[config.mk]
export PLATFORM = sky130hd
export DESIGN_NAME = apb2_bldc_multi_regs
export DESIGN_NICKNAME = d
export VERILOG_FILES = /design/src/rtl/apb2_bldc_multi_regs.sv
export SDC_FILE = /design/constraint.sdc
export NUM_CORES = 2
export LEC_CHECK = 0
export CAP_MARGIN = 20
export CORE_AREA = 2 2 287 289
export DETAILED_ROUTE_END_ITERATION = 6
export DIE_AREA = 0 0 289 291
export MAX_ROUTING_LAYER = met4
export PLACE_DENSITY = 0.74
export SETUP_SLACK_MARGIN = 0.2
export SYNTH_ARGS = -nofsm -noshare
export SYNTH_HDL_FRONTEND = slang
export SYNTH_SLANG_ARGS = --single-unit
[constraint.sdc]
create_clock -name pclk -period 48.3 [get_ports pclk]
set_input_delay 4.83 -clock pclk [delete_from_list [all_inputs] [get_ports pclk]]
set_output_delay 4.83 -clock pclk [all_outputs]
set_load 0.02 [all_outputs]
[src/rtl/apb2_bldc_multi_regs.sv]
`timescale 1ns/1ps
// APB2 register front-end for num_ch BLDC driver channels: shadow/active register sets with
// atomic commit, byte strobes, pslverr on bad accesses and a per-channel commit watchdog.
module apb2_bldc_multi_regs #(
    parameter int unsigned data_width    = 32,
    parameter int unsigned addr_width    = 8,
    parameter int unsigned num_ch        = 4,
    parameter int unsigned wdog_prescale = 54000
) (
    input  logic                  pclk,
    input  logic                  preset,
    input  logic                  psel,
    input  logic                  penable,
    input  logic                  pwrite,
    input  logic [addr_width-1:0] paddr,
    input  logic [data_width-1:0] pwdata,
    input  logic [3:0]            pstrb,
    output logic [data_width-1:0] prdata,
    output logic                  pready,
    output logic                  pslverr,
    input  logic [num_ch*32-1:0]  status_in,
    input  logic [num_ch*32-1:0]  enc_counter,
    input  logic [num_ch*32-1:0]  rpm,
    output logic [num_ch-1:0]     ctrl_enable,
    output logic [num_ch*2-1:0]   ctrl_dir,
    output logic [num_ch-1:0]     ctrl_invert,
    output logic [num_ch*16-1:0]  pwm_duty,
    output logic [num_ch*16-1:0]  pwm_cycle_ticks,
    output logic [num_ch*32-1:0]  target_pos,
    output logic [num_ch-1:0]     commit_pulse,
    output logic [num_ch-1:0]     wdog_trip
);

    localparam int unsigned ChW  = addr_width - 5;
    localparam int unsigned PreW = (wdog_prescale > 1) ? $clog2(wdog_prescale) : 1;
    localparam logic [PreW-1:0] PreMax = PreW'(wdog_prescale - 1);

    typedef enum logic [1:0] {StIdle, StAccess, StDone} state_e;

    state_e state_q;

    logic [ChW-1:0]        ch_idx;
    logic [2:0]            off;
    logic [num_ch-1:0]     hit;
    logic                  bad;
    logic                  wr_ok;
    logic [data_width-1:0] rd_data;
    logic [num_ch-1:0]     wr_ch;
    logic [num_ch-1:0]     commit;
    logic [num_ch-1:0]     wd_wr;
    logic [num_ch-1:0]     tick;
    logic [num_ch-1:0]     expire;
    logic [15:0]           to_new [num_ch];

    logic [3:0]      sh_ctrl_q [num_ch];
    logic [31:0]     sh_pwm_q  [num_ch];
    logic [31:0]     sh_tgt_q  [num_ch];
    logic [15:0]     to_q      [num_ch];
    logic [15:0]     cnt_q     [num_ch];
    logic [PreW-1:0] pre_q     [num_ch];

    function automatic logic [31:0] merge_lanes(input logic [31:0] old_v, input logic [31:0] new_v,
                                                input logic [3:0] strb);
        logic [31:0] r;
        for (int b = 0; b < 4; b++) begin
            r[b*8 +: 8] = strb[b] ? new_v[b*8 +: 8] : old_v[b*8 +: 8];
        end
        return r;
    endfunction

    assign ch_idx = paddr[addr_width-1:5];
    assign off    = paddr[4:2];

    always_comb begin
        hit     = '0;
        rd_data = '0;
        wr_ch   = '0;
        commit  = '0;
        wd_wr   = '0;
        tick    = '0;
        expire  = '0;
        for (int unsigned i = 0; i < num_ch; i++) begin
            if (ch_idx == ChW'(i)) hit[i] = 1'b1;
        end
        bad   = (paddr[1:0] != 2'b00) || (hit == '0) || (pwrite && (off <= 3'd2));
        wr_ok = (state_q == StAccess) && psel && penable && pwrite && !bad;
        for (int unsigned i = 0; i < num_ch; i++) begin
            wr_ch[i]  = wr_ok && hit[i];
            commit[i] = wr_ch[i] && (off == 3'd6) && pstrb[0] && pwdata[0];
            wd_wr[i]  = wr_ch[i] && (off == 3'd7);
            to_new[i] = to_q[i];
            if (wd_wr[i] && pstrb[0]) to_new[i][7:0]  = pwdata[7:0];
            if (wd_wr[i] && pstrb[1]) to_new[i][15:8] = pwdata[15:8];
            tick[i]   = (cnt_q[i] != 16'd0) && (pre_q[i] == PreMax);
            // A reload in the same cycle as expiry wins: no trip, no forced disable.
            expire[i] = tick[i] && (cnt_q[i] == 16'd1) && !commit[i] && !wd_wr[i];
            if (hit[i]) begin
                case (off)
                    3'd0:    rd_data = status_in[i*32 +: 32];
                    3'd1:    rd_data = enc_counter[i*32 +: 32];
                    3'd2:    rd_data = rpm[i*32 +: 32];
                    3'd3:    rd_data = {28'd0, sh_ctrl_q[i]};
                    3'd4:    rd_data = sh_pwm_q[i];
                    3'd5:    rd_data = sh_tgt_q[i];
                    3'd7:    rd_data = {wdog_trip[i], 15'd0, to_q[i]};
                    default: rd_data = '0;
                endcase
            end
        end
    end

    always_ff @(posedge pclk or posedge preset) begin
        if (preset) begin
            state_q <= StIdle;
            pready  <= 1'b0;
            pslverr <= 1'b0;
            prdata  <= '0;
        end else begin
            pready  <= 1'b0;
            pslverr <= 1'b0;
            prdata  <= '0;
            case (state_q)
                StIdle: begin
                    if (psel && !penable) state_q <= StAccess;
                end
                StAccess: begin
                    if (!psel) begin
                        state_q <= StIdle;
                    end else if (penable) begin
                        state_q <= StDone;
                        pready  <= 1'b1;
                        pslverr <= bad;
                        prdata  <= (pwrite || bad) ? '0 : rd_data;
                    end
                end
                StDone:  state_q <= StIdle;
                default: state_q <= StIdle;
            endcase
        end
    end

    always_ff @(posedge pclk or posedge preset) begin
        if (preset) begin
            for (int unsigned i = 0; i < num_ch; i++) begin
                sh_ctrl_q[i] <= '0;
                sh_pwm_q[i]  <= '0;
                sh_tgt_q[i]  <= '0;
                to_q[i]      <= '0;
                cnt_q[i]     <= '0;
                pre_q[i]     <= '0;
            end
            ctrl_enable     <= '0;
            ctrl_dir        <= '0;
            ctrl_invert     <= '0;
            pwm_duty        <= '0;
            pwm_cycle_ticks <= '0;
            target_pos      <= '0;
            commit_pulse    <= '0;
            wdog_trip       <= '0;
        end else begin
            commit_pulse <= commit;
            for (int unsigned i = 0; i < num_ch; i++) begin
                if (wr_ch[i] && (off == 3'd3) && pstrb[0]) sh_ctrl_q[i] <= pwdata[3:0];
                if (wr_ch[i] && (off == 3'd4)) sh_pwm_q[i] <= merge_lanes(sh_pwm_q[i], pwdata, pstrb);
                if (wr_ch[i] && (off == 3'd5)) sh_tgt_q[i] <= merge_lanes(sh_tgt_q[i], pwdata, pstrb);
                if (wd_wr[i]) to_q[i] <= to_new[i];

                if (commit[i] || wd_wr[i]) begin
                    cnt_q[i] <= to_new[i];
                    pre_q[i] <= '0;
                end else if (cnt_q[i] != 16'd0) begin
                    if (tick[i]) begin
                        pre_q[i] <= '0;
                        cnt_q[i] <= cnt_q[i] - 16'd1;
                    end else begin
                        pre_q[i] <= pre_q[i] + PreW'(1);
                    end
                end

                if (commit[i]) begin
                    ctrl_enable[i]           <= sh_ctrl_q[i][0];
                    ctrl_dir[i*2 +: 2]       <= sh_ctrl_q[i][0] ? sh_ctrl_q[i][2:1] : 2'b00;
                    ctrl_invert[i]           <= sh_ctrl_q[i][3];
                    pwm_duty[i*16 +: 16]     <= sh_pwm_q[i][15:0];
                    pwm_cycle_ticks[i*16 +: 16] <= sh_pwm_q[i][31:16];
                    target_pos[i*32 +: 32]   <= sh_tgt_q[i];
                end else if (expire[i]) begin
                    ctrl_enable[i]     <= 1'b0;
                    ctrl_dir[i*2 +: 2] <= 2'b00;
                end

                if (expire[i]) begin
                    wdog_trip[i] <= 1'b1;
                end else if (wd_wr[i] && pstrb[3] && pwdata[31]) begin
                    wdog_trip[i] <= 1'b0;
                end
            end
        end
    end

endmodule

## Yosys cells after proc, flatten, opt, wreduce, memory -nomap -nowiden

Cells that the tools add are included.

- Flip-flop bits (word level): 780
- Word-level logic and storage cells: 350
- Output and inout bits: 314

- Magnitude comparators: 1
- Reduce and logical (&&, ||, !) cells: 153
- Add/subtract/negate cells: 8
- Mux-type cells: 86
- Equality and inequality tests: 21

Operators with widths:

| operator | number |
|---|---|
| $pmux W32 S7 | 4 |
| $mux W16 | 24 |
| $mux W32 | 8 |
| $logic_and A1 B1 Y1 | 74 |
| $reduce_and A2 Y1 | 37 |
| $add A16 B1 Y16 const B | 4 |
| $eq A16 B1 Y1 const B | 4 |
| $eq A16 B16 Y1 const B | 4 |
| $mux W8 | 8 |
| $reduce_bool A16 Y1 | 4 |
| $sub A16 B1 Y16 const B | 4 |
| $reduce_bool A2 Y1 | 17 |
| $mux W2 | 15 |
| $mux W1 | 26 |
| $eq A3 B2 Y1 const B | 4 |
| $eq A3 B3 Y1 const B | 4 |
| $logic_not A1 Y1 | 10 |
| $logic_or A1 B1 Y1 | 7 |
| $eq A3 B1 Y1 const B | 2 |
| $logic_not A3 Y1 | 2 |
| $logic_not A4 Y1 | 1 |
| $pmux W2 S2 | 1 |
| $le A3 B2 Y1 const B | 1 |
| $ne A3 B3 Y1 const B | 1 |
| other kinds (3) | 3 |

## Logic depth before layout (Yosys ltp)

- Depth after elaboration: 16
- Gate-level depth with buffers: 10
- Depth with buffers taken out: 7

## Worst setup path before layout

Ideal clock, no wire load.

- Path kind: input -> register
- Start point: in paddr[5]
- End point: reg cnt_q[25] in the netlist's numbering
- Library setup time: 0.125 ns
- Stages: 5
- Path buffers: 1
- Arrival time: 6.758 ns
- Path slack: 41.417 ns
- Cell sequence: buf_2 -> or3b_2 -> nor4_2 -> mux2_2 -> mux2_2

- Word-level cells in the longest chain between the ends: 14
- Elaborated cells on any way between the ends: 25
- Those cells by class: eq/ne: 3; mux: 6; reduce/logical: 16

Ends and longest elaborated chain:

| what | RTL line | source |
|---|---|---|
| start: declaration | 15 | `input logic [addr_width-1:0] paddr,` |
| $eq A3 B1 Y1 (tied with other cells) | 83 | `if (ch_idx == ChW'(i)) hit[i] = 1'b1;` |
| $mux W1 | 83 |  |
| $logic_not A4 Y1 | 85 | `bad = (paddr[1:0] != 2'b00) \|\| (hit == '0) \|\| (pwrite && (off <= 3'd2));` |
| $logic_or A1 B1 Y1 (2 in series) | 85 |  |
| $logic_not A1 Y1 | 86 | `wr_ok = (state_q == StAccess) && psel && penable && pwrite && !bad;` |
| $logic_and A1 B1 Y1 | 86 |  |
| $logic_and A1 B1 Y1 (*) | 88 | `wr_ch[i] = wr_ok && hit[i];` |
| $logic_and A1 B1 Y1 (3 in series) | 89 | `commit[i] = wr_ch[i] && (off == 3'd6) && pstrb[0] && pwdata[0];` |
| $logic_or A1 B1 Y1 | 168 | `if (commit[i] \|\| wd_wr[i]) begin` |
| $reduce_bool A2 Y1 (no line) | - |  |
| $reduce_and A2 Y1 (no line) | - |  |
| end signal: indexed assignment | 169 | `cnt_q[i] <= to_new[i];` |
| end signal: indexed assignment | 174 | `cnt_q[i] <= cnt_q[i] - 16'd1;` |
| end: declaration | 59 | `logic [15:0] cnt_q [num_ch];` |

Every way passes the cells marked *; elsewhere a longest branch is shown, timed or not.
A chain may end at the register's enable or synchronous reset.

==> results.yml <==
logic_synthesis:
  syn_nets: 3817
  yosys.area.top_type: "dfrtp_1"
  yosysUniqueCellTypes: 93
  syn_inst: 3372
  ys_ff_latch: 780
  synthTopCellsByArea: "dfrtp_1, mux2_2, nand2_1"
  synth_edf_count: 0
  ys_warn_count: 0
  yosysSeqAreaShare: 0.514
  synth_ff_type: "dfrtp_1"
  synth_top_area_share: 0.514
  syn_area_per_cell_um2: 11.3
  syn_area_mm2: 0.0380
  async_flop_share: 1.00
floorplanning:
  rows: 105
  io_pins: 747
  die_h_um: 291
  die_x_um: 289
  core_mm2: 0.0812
  dieArea_mm2: 0.0841
  initial_core_util: 0.468
power:
  vdd_drop_max_mv: 0.0306
  p_leak_nw: 22.1
  p_seq_frac: 0.449
  power.density_mw_per_mm2: 30.4
  swShare: 0.259
  p_comb_frac: 0.098
  p_switching_uw: 392
  p_int_mw: 1.12
  p_clk_frac: 0.453
setup_path:
  crit_chain: "clkdlybuf4s50_1, inv_8, buf_4, buf_4, buf_4, buf_16, buf_4"
  reg2reg_setup_slack_ns: 44.86
  cpPeakStageDelay_ns: 0.90
  r2r_start: "state_q[1]"
  rr_worst_depth: 7
  crit_cells: 7
  cp.required_ns: 48.97
  critPathBufInv: 7
  cp_common_cell: "buf_4"
  endpoint: "pre_q[18]"
  path_class: "in2async"
  critical_path.top_delay_family: "buffers and inverters"
  crit_arrival_ns: 9.41
  critPathCaptureType: "asynchronous set/reset pin"
  start_kind: "input port"
  cp_slowest_cell: "buf_4"
  worstPathMaxFanout: 121
  cp-startpoint: "preset"
  r2r_end: "pwm_cycle_ticks[4]"
clock_network:
  root_buffer: "clkbuf_16"
  cts_buffers: 85
  cts_tree: "built"
  cts_sinks: 780
  cts_setup_buffers: 0
  htreeDepth: 3
  post_cts_resized: 0
  clk_pin_slew_ns: 0.06
  clock_path_buffers: 3
  insertion_delay_ns: 0.66
  hold_buffers: 0
layout:
  multi_input_area_mm2: 0.0176
  nets: 4516
  regArea_mm2: 0.0195
  drive_above_1_share: 0.216
  fillers: 6749
  syn_to_final_growth_pct: 30.9
placed_design:
  pre_cts_slack_ns: 38.52
  portBuffers: 746
  place_congestion: 1.08
  dp_hpwl_um: 131000
sta:
  max_freq_mhz: 115
  tightestPinTransition_ns: 1.18
  setup_viol: 0
  fin_ws_ns: 39.57
  rsz0062_at_grt: "false"
  max_slew_margin: 0.208
  min_period_ns: 8.73
  period_share: 0.181
  slew_violations: 0
  finalHoldViolations: 0
  clock_skew_ns: 0.0180
  setup_tns_ns: 0
global_routing:
  grt_pass1_wl_um: 248000
  grt_usage: 0.432
  grt_overflow: 0
  antenna_found_initial: 58
  grt_pass1_vias: 32700
  grt_start_max_net_pins: 150
detailed_routing:
  drt-total-wl_um: 180000
  drc: 0
  vias: 33700
  ant_nets: 0
  wl_per_cell_um: 34.2
  detail_route.first_pass.iterations: 6
  drt-vias-per-instance: 6.39
  drt-initial-drc-count: 4078
min_path:
  hp-class: "reg2reg"
job:
  maxCapViolCount: 0
outcome:
  status: "finished clean"
routing by layer:
layer	global-route usage	share of wire	up-vias
met2	0.646	0.45	2233
li1	-	-	13900
met4	0.283	0.080	0
met1	0.515	0.36	17000
met3	0.112	0.11	544
met5	-	0	-
flip-flops by register name (all words and copies together) (netlist names), 32 cells and up:
signal,flops
cnt_q,64
sh_pwm_q,128
sh_tgt_q,128
to_q,64
pwm_cycle_ticks,64
prdata,32
target_pos,128
pre_q,64
pwm_duty,64
per-stage QoR:
| stage | total power, mW | instance area (um2) | utilization | hold WS, ns | std cells |
|---|---|---|---|---|---|
| final | 1.51 | 49700 | 0.613 | 0.435 | 5270 |
| after global routing | 1.55 | 49700 | 0.612 | 0.460 | 5262 |
| after CTS | 1.51 | 49500 | 0.609 | 0.436 | 5205 |
| after detailed placement | 0.832 | 46600 | 0.574 | 0.413 | 5049 |
| after global placement | 0.831 | 46600 | 0.574 | 0.423 | 5049 |
| after floorplan | 0.747 | 38000 | - | 0.398 | 3372 |
cell usage in the layout, fill, tap and decap left out, types with 24 or more instances in the layout:
cell / netlist / final
xnor2_1: 43 / 43
inv_1: 28 / 24
a21oi_1: 119 / 119
diode_2: 0 / 60
or4_1: 30 / 30
buf_4: 1 / 74
clkbuf_16: 0 / 85
mux2_2: 544 / 544
or3_1: 30 / 30
dfrtp_1: 780 / 780
clkdlybuf4s50_1: 0 / 743
nor3_1: 35 / 30
nor2_1: 86 / 85
nand2_1: 537 / 535
mux4_2: 30 / 30
o21ai_0: 121 / 121
a22oi_1: 81 / 81
nor4_1: 42 / 41
nand3_1: 45 / 45
a221oi_1: 64 / 64
mux2i_1: 58 / 58
nor2_2: 32 / 32
nand4_1: 40 / 40
a22o_1: 24 / 24
cell type report:
class	instances	share of cell area
sequential	780	0.392
clock inverter	33	0.00840
clock buffer	123	0.0497
multi-input combinational	2352	0.354
tap	1070	0.0269
antenna	60	0.00302
inverter	28	0.00229
timing repair buffer	824	0.164
power by group through the flow:
| stage | clock network [mW] | registers (mW) | logic [mW] |
|---|---|---|---|
| 2_1_floorplan | 0 | 0.686 | 0.0602 |
| 3_3_place_gp | 0 | 0.689 | 0.142 |
| 3_5_place_dp | 0 | 0.690 | 0.142 |
| 4_1_cts | 0.686 | 0.678 | 0.143 |
| 5_1_grt | 0.713 | 0.680 | 0.153 |
| 6_report | 0.685 | 0.679 | 0.148 |
worst reg2reg max path, stage by stage (launching register included):
cell	delay [ns]
dfrtp_1	0.38
nand4b_1	0.16
buf_4	0.22
inv_1	0.18
nand4_1	0.18
nor3_2	0.82
buf_4	0.83
mux2_2	0.56
how the worst min path moves through the flow:
| stage | from | endpoint | slack [ns] | cells after the start |
|---|---|---|---|---|
| 2_1_floorplan | state_q[1] | state_q[0] | 0.40 | 1 |
| 5_1_grt | state_q[1] | state_q[0] | 0.46 | 1 |
| 3_5_place_dp | state_q[1] | state_q[0] | 0.41 | 1 |
| 3_3_place_gp | state_q[1] | state_q[0] | 0.42 | 1 |
| 6_report | state_q[1] | state_q[0] | 0.44 | 1 |
| 4_1_cts | state_q[1] | state_q[0] | 0.44 | 1 |
cell usage after synthesis (9+ instances only):
master       n
mux2i_1     58
nor2b_1     10
nor3_1      35
or2_2        9
o21ai_0    121
nor2_2      32
a21oi_1    119
a2111oi_0   11
inv_1       28
nand2_1    537
mux4_2      30
nor3b_1     10
clkbuf_1   139
ha_1        12
o31ai_1     21
dfrtp_1    780
or4_1       30
nor4_1      42
a211oi_1    17
and4_1      13
a31oi_1     23
o211ai_1    14
and2_1      12
buf_2       57
a22o_1      24
o22ai_1     11
nand4_1     40
mux2_2     544
nand3_1     45
a221o_1     15
nand4b_1    12
and3_1      21
nor2_1      86
a22oi_1     81
xnor2_1     43
a211o_1      9
or3_1       30
buf_1       14
nand3b_1     9
a221oi_1    64
xor2_1      18
cells by family after synthesis:
kind of cell / synth area share
AND/OR/NAND/NOR: 0.132
flip-flops: 0.514
multiplexers: 0.196
AO/OA/AOI/OAI: 0.114
buffers and inverters: 0.0259
XOR/XNOR: 0.0141
adder cells (fa/ha/maj): 0.00395
Power figures use the tool's default switching activity.
